**src/rtl/countdown_timer.sv**
```systemverilog
// rtl/countdown_timer.sv - loadable down-counter timer with prescaler, pause and auto-reload
module countdown_timer #(
    parameter int WIDTH   = 16,
    parameter int PRESC_W = 8
) (
    input  logic               clk,
    input  logic               rst,
    input  logic               load,
    input  logic [WIDTH-1:0]   load_value,
    input  logic               start,
    input  logic               pause,
    input  logic               auto_reload,
    input  logic [PRESC_W-1:0] tick_div,
    output logic [WIDTH-1:0]   count_output,
    output logic               running,
    output logic               expired,
    output logic               done
);

    typedef enum logic [1:0] {IDLE, RUN, PAUSED, EXPIRED} state_t;

    state_t             state;
    state_t             next_state;
    logic [WIDTH-1:0]   count;
    logic [WIDTH-1:0]   reload_reg;
    logic [PRESC_W-1:0] presc_cnt;
    logic               run_active;
    logic               tick;
    logic               terminal;
    logic               reload_ok;
    logic               start_ok;

    // >= rather than == so a live shrink of tick_div below presc_cnt still wraps
    assign run_active = (state == RUN) && !load && !pause;
    assign tick       = run_active && (presc_cnt >= tick_div);
    assign terminal   = tick && (count == WIDTH'(1));
    assign reload_ok  = auto_reload && (reload_reg != '0);
    assign start_ok   = start && !load && !pause && (state != RUN);

    always_ff @(posedge clk) begin
        if (rst) begin
            state <= IDLE;
        end else begin
            state <= next_state;
        end
    end

    always_comb begin
        next_state = state;
        if (load) begin
            next_state = IDLE;
        end else if (state == RUN) begin
            if (pause) begin
                next_state = PAUSED;
            end else if (terminal && !reload_ok) begin
                next_state = EXPIRED;
            end
        end else if (start_ok) begin
            next_state = (count != '0) ? RUN : EXPIRED;
        end
    end

    always_comb begin
        running = (state == RUN);
        expired = (state == EXPIRED);
    end

    always_ff @(posedge clk) begin
        if (rst) begin
            count      <= '0;
            reload_reg <= '0;
            presc_cnt  <= '0;
            done       <= 1'b0;
        end else begin
            done <= 1'b0;
            if (load) begin
                count      <= load_value;
                reload_reg <= load_value;
                presc_cnt  <= '0;
            end else if (run_active) begin
                if (tick) begin
                    presc_cnt <= '0;
                    if (count > WIDTH'(1)) begin
                        count <= count - WIDTH'(1);
                    end else begin
                        done  <= 1'b1;
                        count <= reload_ok ? reload_reg : '0;
                    end
                end else begin
                    presc_cnt <= presc_cnt + PRESC_W'(1);
                end
            end else if (start_ok && (state != PAUSED)) begin
                presc_cnt <= '0;
            end
        end
    end

    assign count_output = count;

endmodule
```
**config.mk**
```make
export PLATFORM = sky130hd
export DESIGN_NAME = countdown_timer
export DESIGN_NICKNAME = d
export VERILOG_FILES = /design/src/rtl/countdown_timer.sv
export SDC_FILE = /design/constraint.sdc
export NUM_CORES = 1
export LEC_CHECK = 0
export ABC_AREA = 1
export CORE_MARGIN = 1
export CORE_UTILIZATION = 45
export CTS_BUF_LIST = sky130_fd_sc_hd__clkbuf_4
export DETAILED_ROUTE_END_ITERATION = 16
export GPL_TIMING_DRIVEN = 0
export PLACE_DENSITY = 0.78
export SYNTH_ARGS = -nofsm -noshare
export SYNTH_HDL_FRONTEND = slang
export SYNTH_SLANG_ARGS = --single-unit
```
**constraint.sdc**
```tcl
create_clock -name clk -period 3 [get_ports clk]
set_input_delay 0.9 -clock clk [delete_from_list [all_inputs] [get_ports clk]]
set_output_delay 0.9 -clock clk [all_outputs]
set_load 0.01 [all_outputs]
```
==> flow_metrics.tcl, run 1 <==
set metrics [dict create \
    die_area_mm2 0.00645 \
    io_pins 49 \
    drc_errors 0 \
    slew-limit-headroom_pct 68.1 \
    hpwl_mm 5.40 \
    final_nets 516 \
    start_util_pct 46.6 \
    critPathCaptureType "register" \
    syn_inst 420 \
    async_flop_share_pct 0 \
    synth_nets 462 \
    drv_cap 0 \
    cts_resized 0 \
    yosysWarnings 0 \
    start_kind "input pin" \
    clk_pin_slew_ns 0.13 \
    design_area_mm2 0.00338 \
    cts_tree "yes" \
    grt_pass1_vias 2614 \
    place_area_mm2 0.00332 \
    rsz0062_at_grt "no" \
    ir_drop_v 0.000164 \
    cp_max_fo 10 \
    slew_violations 0 \
    area_delta_synth_final_pct 22.5 \
    io_buffers 47 \
    cts_sinks 43 \
    p_leak_nw 1.56 \
    r2r_setup_slack_ns 0.96 \
    power_w 0.00128 \
    cts-buffers-inserted 5 \
    cp-endpoint "count_output[14]" \
    worstRegToRegCells 15 \
    wl_per_cell_um 12.3 \
    grt_overflow 0 \
    met3_usage_pct 3.52 \
    ant_nets 0 \
    r2r_end "count_output[14]" \
    synth_top_flop_cell "dfxtp_1" \
    fin_tns_setup_ns 0 \
    cp_num_buf_inv 5 \
    slowest_delay_ns 0.46 \
    cpMostUsedCell "nand2_1" \
    crit_family "buffers and inverters" \
    fin_cells 550 \
    syn_avg_cell_area_um2 6.57 \
    final_cell_mix "nand2_1 (113), inv_1 (51), nor2_1 (49)" \
    yosysUniqueCellTypes 36 \
    period_needed_ns 2.66 \
    nFillCells 570 \
    dr.pass1.iters 7 \
    dieWidth_um 80.3 \
    netlist_top_cells_area "dfxtp_1 (31%), nand2_1 (15%), inv_1 (6.9%)" \
    routed_wirelength_mm 6.77 \
    antennaDiodeCount 0 \
    setup_viol_count_final 0 \
    dr_total_vias 2815 \
    path_cells "clkdlybuf4s50_1 -> inv_1 -> ha_1 -> nand2_1 -> nand3_1 -> nand2_1 -> nand2_1 -> nand2_1 -> nand2_1 -> nand2_1 -> nand2_1 -> buf_2 -> o21ai_0 -> inv_1 -> nand2_1 -> inv_1" \
    postCtsSetupBuffers 0 \
    fp.dieH_um 80.3 \
    hold_class "register to register" \
    core_mm2 0.00592 \
    gr-usage-met2_pct 38.5 \
    drt-vias-per-instance 5.12 \
    p_per_area_mw_per_mm2 379 \
    cts_root_buffer "clkbuf_4" \
    ys_seq_area_share_pct 31.2 \
    slowest_stage "clkdlybuf4s50_1" \
    grt-busiest-layer "met2" \
    max_freq_mhz 377 \
    gp_congestion 0.913 \
    cts_buffer_depth 2 \
    synth_edf_count 0 \
    tightestPinTransition_ns 0.479 \
    ys_seq_elements 43 \
    status "finished, final reports clean" \
    cp.required_ns 3.27 \
    grt_pass1_wl_mm 11.7 \
    crit_type "input pin to register" \
    rows 28 \
    cts_hold_buf 0 \
    path_depth 16 \
    cts_max_level 2 \
    fin_skew_ns 0.0126 \
    yosysTopAreaCellShare_pct 31.2 \
    antenna_found_initial 0 \
    initialDrtViolationCount 163 \
    dp.cells 542 \
    grt_max_degree 14 \
    grt_usage_pct 23.0 \
    synth_top_cell_by_area "dfxtp_1" \
    fin_crit_sh_pct 88.5 \
    cp.arrival_ns 2.92 \
    clk_latency_ns 0.36 \
    syn_area_mm2 0.00276 \
    layout_commonest_cell "nand2_1" \
    r2r-start "presc_cnt[0]" \
    startpoint "tick_div[1]" \
    hold_violations 0 \
    drive_above_1_share_pct 6.95 \
    use_met1_pct 29.7 \
]
## cells by family (layout without fill, tap and decap cells)
logic type      after synthesis  count (layout)  share of synthesized area (%)
compound gates               64              64                           12.7
xor+xnor                      9               9                           2.86
fa+ha+maj                    12              12                           5.44
buf+inv                      65             120                           11.4
flops                        43              43                           31.2
simple gates                227             227                           36.4
## cells in the mapped netlist (2+ instances only)
| master | n |
|---|---|
| nor2_2 | 4 |
| and2_1 | 3 |
| nand4_1 | 3 |
| ha_1 | 12 |
| dfxtp_1 | 43 |
| o22ai_1 | 4 |
| nand2_2 | 3 |
| nor2_4 | 4 |
| nand3_1 | 38 |
| xnor2_1 | 4 |
| nand2_1 | 113 |
| inv_1 | 51 |
| buf_6 | 3 |
| nor2_1 | 49 |
| a31oi_1 | 2 |
| clkbuf_8 | 2 |
| buf_2 | 2 |
| clkbuf_1 | 4 |
| nor3_1 | 5 |
| a21oi_1 | 28 |
| xor2_1 | 5 |
| o21ai_0 | 24 |
## report_power, final
part	internal [W]	switching (W)	total, W
logic	0.000160	0.000193	0.000352
clock network	0.0000997	0.000196	0.000295
registers	0.000601	0.0000325	0.000634
total	0.000861	0.000421	0.00128
## per-layer routing
layer / up-vias / routed length [um]
met1: 1268 / 3080
met2: 88 / 3220
met5: - / 0
met4: 0 / 110
met3: 12 / 357
li1: 1447 / -
## worst min-delay path by stage
stage	start	end	slack, ns	depth (start not counted)
floorplan	reload_reg[3]	reload_reg[3]	0.45	2
global placement	reload_reg[12]	reload_reg[12]	0.46	2
detailed placement	reload_reg[5]	reload_reg[5]	0.47	2
CTS	reload_reg[5]	reload_reg[5]	0.49	2
global route	reload_reg[3]	reload_reg[3]	0.51	2
finish	reload_reg[3]	reload_reg[3]	0.49	2
## metrics by stage
| step | setup WS, ns | hold slack [ns] | utilization (%) |
|---|---|---|---|
| 6_report | 0.344 | 0.494 | 57.1 |
| 5_1_grt | 0.114 | 0.508 | 57.1 |
| 4_1_cts | 0.346 | 0.491 | 57.1 |
| 3_5_place_dp | -0.0336 | 0.472 | 56.1 |
| 3_3_place_gp | -0.00290 | 0.464 | 56.1 |
| 2_1_floorplan | 0.718 | 0.452 | - |
## area by class of cell
class	instances	area, um2	share of cell area (%)
Inverter	54	229	6.77
Buffer	11	86.3	2.55
Tap cell	75	93.8	2.78
Multi-Input combinational cell	312	1580	46.8
Sequential cell	43	861	25.5
Timing Repair Buffer	47	470	13.9
Clock buffer	6	45.0	1.33
Clock inverter	2	12.5	0.370
## tightest hold or removal path: cells and delay by family (launching register included)
kind | cells | cell delay (ns)
flops | 1 | 0.35
simple gates | 1 | 0.06
compound gates | 1 | 0.05
Power figures use the tool's default switching activity.
==> run 2, diff against run 1 <==
CAP_MARGIN = 0   (was unset)
GPL_TIMING_DRIVEN = unset   (was 0)
==> run 2 against run 1 <==
  * Clock skew rose by 0.0065 ns
  * Register-to-register slack gained 0.14 ns
  * First-iteration DRC count grew 27%
  * Combinational power decreased by 1%
  * Final area is 0.63% lower
  * Sequential share of layout area rose by 0.16 points
  * Cell count down 0.36%
  * Sequential power about the same
==> flow_metrics.tcl, run 2 (synthesized netlist as in run 1, its figures left out) <==
set metrics [dict create \
    grt_pass1_wl_mm 11.0 \
    final_cell_mix "nand2_1 (113), inv_1 (51), nor2_1 (49)" \
    max_freq_mhz 397 \
    io_pins 49 \
    setup_slack_ns 0.484 \
    io_buffers 48 \
    hpwl_mm 5.12 \
    grt_max_degree 22 \
    core_mm2 0.00592 \
    cts_max_level 2 \
    fin_crit_sh_pct 83.9 \
    initialDrtViolationCount 207 \
    fp.dieH_um 80.3 \
    min_to "reload_reg[0]" \
    rows 28 \
    nFillCells 565 \
    clk_latency_ns 0.37 \
    hold_path_depth 2 \
    tightestPinTransition_ns 0.374 \
    status "finished, final reports clean" \
    fin_skew_ns 0.0191 \
    holdWs_ns 0.489 \
    dieWidth_um 80.3 \
    area_delta_synth_final_pct 21.8 \
    slew_violations 0 \
    cts-buffers-inserted 5 \
    cp.arrival_ns 2.81 \
    worstRegToRegCells 15 \
    dr.pass1.iters 8 \
    crit_type "input pin to register" \
    cts_root_buffer "clkbuf_4" \
    start_kind "input pin" \
    r2r_end "count_output[14]" \
    setup_viol_count_final 0 \
    r2r-start "presc_cnt[0]" \
    hold_class "register to register" \
    drt-vias-per-instance 5.04 \
    rsz0062_at_grt "no" \
    postCtsSetupBuffers 0 \
    slew-limit-headroom_pct 75.0 \
    ir_drop_v 0.000165 \
    drc_errors 0 \
    die_area_mm2 0.00645 \
    cts_resized 0 \
    grt_usage_pct 21.8 \
    cts_hold_buf 0 \
    p_per_area_mw_per_mm2 378 \
    cp_max_fo 14 \
    pre_cts_ws_ns 0.111 \
    dr_total_vias 2762 \
    cp.required_ns 3.29 \
    routed_wirelength_mm 6.44 \
    r2r_setup_slack_ns 1.10 \
    p_leak_nw 1.56 \
    fin_tns_setup_ns 0 \
    drive_above_1_share_pct 7.19 \
    final_nets 514 \
    cts_tree "yes" \
    grt_overflow 0 \
    hold_violations 0 \
    cts_buffer_depth 2 \
    antennaDiodeCount 0 \
    period_needed_ns 2.52 \
    gp_congestion 0.922 \
    start_util_pct 46.6 \
    layout_commonest_cell "nand2_1" \
    drv_cap 0 \
    ant_nets 0 \
    min_from "reload_reg[0]" \
    startpoint "tick_div[7]" \
    antenna_found_initial 0 \
    wl_per_cell_um 11.8 \
    cts_sinks 43 \
    critPathCaptureType "register" \
    grt_pass1_vias 2484 \
    clk_pin_slew_ns 0.14 \
]
-- run 2: routing by layer --
layer,vias to the layer above,GRT usage [%],part of all wire [%]
met3,8,3.75,4.5
li1,1446,-,-
met5,-,0,0
met2,73,37.9,48
met4,0,6.43,1.3
met1,1235,27.3,46
-- run 2: power breakdown --
group	total (W)	internal (W)	switching, W
Combinational	0.000347	0.000159	0.000188
Clock	0.000288	0.0000876	0.000200
Sequential	0.000634	0.000601	0.0000324
-- run 2: worst max-delay path by stage --
stage | endpoint | slack [ns] | cells past startpoint
floorplan | count_output[10] | 0.72 | 14
global placement | count_output[10] | 0.16 | 16
detailed placement | count_output[14] | 0.11 | 15
CTS | count_output[14] | 0.50 | 15
global route | count_output[6] | 0.33 | 16
finish | count_output[14] | 0.48 | 15
-- run 2: critical path, cell delays in order --
cell	delay, ns
clkdlybuf4s50_1	0.45
inv_1	0.04
ha_1	0.30
nand2_1	0.07
inv_1	0.04
nor2_1	0.08
o21a_1	0.12
nand2_1	0.09
nand2_1	0.09
nand2_1	0.10
buf_4	0.20
o21ai_0	0.17
inv_1	0.07
nand2_1	0.07
inv_1	0.03
-- run 2: through the flow --
stage | cell area (um2) | power [W] | util (%) | cells
2_1_floorplan | 2760 | 0.000867 | - | 420
3_3_place_gp | 3310 | 0.000986 | 55.9 | 540
3_5_place_dp | 3310 | 0.000991 | 55.9 | 540
4_1_cts | 3360 | 0.00127 | 56.7 | 548
5_1_grt | 3360 | 0.00135 | 56.7 | 548
6_report | 3360 | 0.00127 | 56.7 | 548
-- run 2: layout make-up --
type,count,area [um2],area share [%]
Timing Repair Buffer,56,541,16.1
Sequential cell,43,861,25.6
Clock buffer,5,37.5,1.12
Tap cell,75,93.8,2.79
Multi-Input combinational cell,312,1580,47.1
Inverter,54,229,6.82
Clock inverter,3,15.0,0.447
==> run 3, diff against run 2 <==
clock period = 2.46 ns   (was 3 ns; I/O delays follow)
==> run 3 against run 2 <==
  * Core utilization is 0.61 points higher
  * Routed wire length rose by 4.1%
  * Cell count grew 0.55%
  * Sequential power rose by 22%
  * Clock power rose by 26%
  * Critical path depth is 1 lower
  * Clock-buffer cell count increased by 2
  * Combinational power rose by 24%
  * Sequential share of layout area shrank 0.27 points
==> flow_metrics.tcl, run 3 (synthesized netlist as in run 1, its figures left out) <==
set metrics [dict create \
    dieWidth_um 80.3 \
    dr.pass1.iters 7 \
    grt_pass1_vias 2492 \
    fp.dieH_um 80.3 \
    cts_buffer_depth 2 \
    setup_slack_ns 0.101 \
    slew_violations 0 \
    ir_drop_v 0.000196 \
    final_cell_mix "nand2_1 (111), inv_1 (51), nor2_1 (49)" \
    gp_congestion 0.904 \
    ant_nets 0 \
    rows 28 \
    highest-signal-layer "met4" \
    area_delta_synth_final_pct 23.1 \
    antennaDiodeCount 0 \
    cpMostUsedCell "nand2_1" \
    grt_max_degree 21 \
    hold_class "register to register" \
    wl_met2_mm 3.19 \
    grt_overflow 0 \
    io_pins 49 \
    status "finished, final reports clean" \
    crit_type "input pin to register" \
    layout_commonest_cell "nand2_1" \
    slowest_stage "clkdlybuf4s50_1" \
    hpwl_mm 5.33 \
    routed_wirelength_mm 6.71 \
    critPathCaptureType "register" \
    fin_skew_ns 0.00931 \
    cts_sinks 43 \
    dr_total_vias 2769 \
    drv_cap 0 \
    slew-limit-headroom_pct 72.6 \
    drt-vias-per-instance 5.03 \
    pre_cts_ws_ns -0.324 \
    cts_max_level 2 \
    cts-buffers-inserted 5 \
    tightestPinTransition_ns 0.410 \
    cp_max_fo 6 \
    holdWs_ns 0.489 \
    grt_pass1_wl_mm 11.5 \
    period_needed_ns 2.36 \
    hold_violations 0 \
    cp.required_ns 2.73 \
    wl_met3_um 302 \
    cts_root_buffer "clkbuf_4" \
    die_area_mm2 0.00645 \
    io_buffers 48 \
    fin_crit_sh_pct 95.9 \
    fin_tns_setup_ns 0 \
    start_kind "input pin" \
    worstRegToRegCells 15 \
    wl_met1_mm 3.09 \
    path_cells "clkdlybuf4s50_1 -> inv_1 -> ha_1 -> a21oi_2 -> nand2_1 -> nand2_1 -> nand2_1 -> nand2_2 -> nand2_2 -> buf_4 -> o21ai_0 -> inv_1 -> nand2_1 -> inv_1" \
    initialDrtViolationCount 177 \
    hold_path_depth 2 \
    clk_latency_ns 0.36 \
    slowest_delay_ns 0.46 \
    antenna_found_initial 0 \
    cts_tree "yes" \
    clk_pin_slew_ns 0.12 \
    drive_above_1_share_pct 8.40 \
    max_freq_mhz 424 \
    start_util_pct 46.6 \
    core_mm2 0.00592 \
    final_nets 517 \
    rsz0062_at_grt "no" \
    setup_viol_count_final 0 \
    p_per_area_mw_per_mm2 461 \
    cp.arrival_ns 2.63 \
    p_leak_nw 1.58 \
    wl_per_cell_um 12.2 \
    drc_errors 0 \
    grt_usage_pct 22.7 \
]
-- run 3: changes by cell type in the layout (fill, tap and decap cells not counted) --
| cell | before | now |
|---|---|---|
| buf_4 | 8 | 11 |
| clkbuf_4 | 5 | 7 |
| clkinv_2 | 3 | 1 |
| nand2_1 | 113 | 111 |
| nand2_2 | 3 | 5 |
| o21ai_0 | 24 | 22 |
| o21ai_1 | 1 | 3 |
| a21oi_1 | 28 | 27 |
| a21oi_2 | 0 | 1 |
-- run 3: worst paths after layout --
path                     end  slack [ns]     startpoint
min            reload_reg[9]        0.49  reload_reg[9]
min reg2reg    reload_reg[9]        0.49  reload_reg[9]
max          count_output[8]        0.10    tick_div[3]
max reg2reg  count_output[8]        0.55   presc_cnt[0]
-- run 3: layer usage --
layer  up-vias  global-route usage [%]
met5         -                       0
li1       1453                       -
met1      1226                    30.3
met4         0                    6.43
met3        12                    4.09
met2        78                    37.2
-- run 3: cell type report --
type	instances	area, um2
fill	572	2520
multi-input combinational	312	1590
sequential	43	861
timing repair buffer	59	563
inverter	54	229
tap	75	93.8
clock buffer	7	52.6
clock inverter	1	5.00
-- run 3: report_power, final --
part           leakage (nW)  switching (W)  internal (W)
Combinational          1.19       0.000234      0.000196
Clock                0.0361       0.000228      0.000134
Sequential            0.353      0.0000401      0.000733
-- run 3: timing repair --
item                       in CTS  in global routing
buffers inserted                0                  0
hold buffers                    0                  0
gates resized for setup         0                  5
setup endpoints to repair       0                  7
-- run 3: stage by stage --
step                util (%)  instance area [um2]  power [W]  std cells
floorplan                  -                 2760    0.00106        420
global placement        56.2                 3330    0.00121        543
detailed placement      56.2                 3330    0.00121        543
CTS                     57.2                 3390    0.00158        551
global route            57.4                 3400    0.00167        551
finish                  57.4                 3400    0.00157        551
-- run 3: critical path: cells and delay by family --
family | cells | cell delay [ns]
buf+inv | 5 | 0.79
simple gates | 6 | 0.48
compound gates | 2 | 0.30
fa+ha+maj | 1 | 0.32
==> patch (flow settings as in run 3) <==
Reset style: asynchronous (`rst`), changed in 2 clocked blocks.
--- a/src/rtl/countdown_timer.sv
+++ b/src/rtl/countdown_timer.sv
@@ -38,5 +38,5 @@
     assign start_ok   = start && !load && !pause && (state != RUN);
 
-    always_ff @(posedge clk) begin
+    always_ff @(posedge clk or posedge rst) begin
         if (rst) begin
             state <= IDLE;
@@ -66,5 +66,5 @@
     end
 
-    always_ff @(posedge clk) begin
+    always_ff @(posedge clk or posedge rst) begin
         if (rst) begin
             count      <= '0;
Check against the original RTL: differs if rst is asserted again (counterexample within 4 cycles, from zero or initial values and one cycle with rst high); with rst held inactive, the same outputs for 10 cycles.
==> patch against run 3 <==
Total power up 23%. Wire length up 3.1%. Core utilization rose by 0.70 points. Cell area increased by 3.6%. Sequential cell count did not move. Area after synthesis rose by 5.0%. Register-to-register slack got worse by 0.07 ns. Worst setup slack better by 0.014 ns. Critical path depth is 10 lower. Combinational power increased by 61%. Clock power fell by 4%.
==> patch: results (changes against run 3) <==
Fin Clk Skew = 0.00704 ns (-0.00227 ns)
Net count, final = 515 (-0.39%)
WP data arrival = 1.61 ns (-1.02 ns)
Placed cell areas = 3460 sq um (+3.9%)
Hold Slack = 0.508 ns (+0.0195 ns)
Total GRT Usage = 22.6% (-0.083 points)
Cells after synthesis = 423 (+0.71%)
Adder-cell share of the synthesized area = 4.75% (-0.69 points)
R2R Path Start = count_output[0]
Pre-CTS setup slack = -0.237 ns (+0.0865 ns)
Xor-xnor portion of the synthesized cell area = 2.72% (-0.14 points)
Global routing usage on met2 = 37.7% (+0.51 points)
Largest net degree at the start of global routing = 44 (+110%)
Status = finished, final reports clean
Share of cells above drive strength 1 = 7.37% (-1.0 points)
CP startpoint = state[1]
Met3 WL = 367 um (+22%)
First DRT Iteration DRCs = 253 (+43%)
Min-Delay Endpoint = reload_reg[11]
Hold path startpoint = reload_reg[11]
Gpl congestion = 0.859 (-4.9%)
Worst R2R Path Depth = 11 (-4)
Leak pwr = 1.82 nW (+15%)
Placed cells = 542 (-0.18%)
Flop2flop setup slack = 0.48 ns (-0.07 ns)
Synth Flop Type = dfrtp_1
Least-Margin Pin Slew = 0.542 ns (+0.131 ns)
[patch: changes by cell type after synthesis, moves of 3 or more]
cell,before,now
dfrtp_1,0,43
dfxtp_1,43,0
nand2_1,113,136
a21oi_1,28,8
nand3_1,38,52
o21ai_0,24,19
nor2_1,49,45
buf_2,2,5
nand2_2,3,6
[patch: layout make-up]
class,count,area (sq um)
fill,593,2540
multi-input combinational,315,1560
sequential,43,1080
timing repair buffer,56,541
inverter,53,199
tap,75,93.8
clock buffer,6,45.0
clock inverter,2,7.51
[patch: power by group through the flow]
| stage | Sequential [mW] | Combinational, mW | Clock [mW] |
|---|---|---|---|
| floorplan | 0.897 | 0.427 | 0 |
| global placement | 0.894 | 0.674 | 0 |
| detailed placement | 0.900 | 0.693 | 0 |
| CTS | 0.886 | 0.697 | 0.359 |
| global route | 0.899 | 0.782 | 0.397 |
| finish | 0.887 | 0.696 | 0.348 |
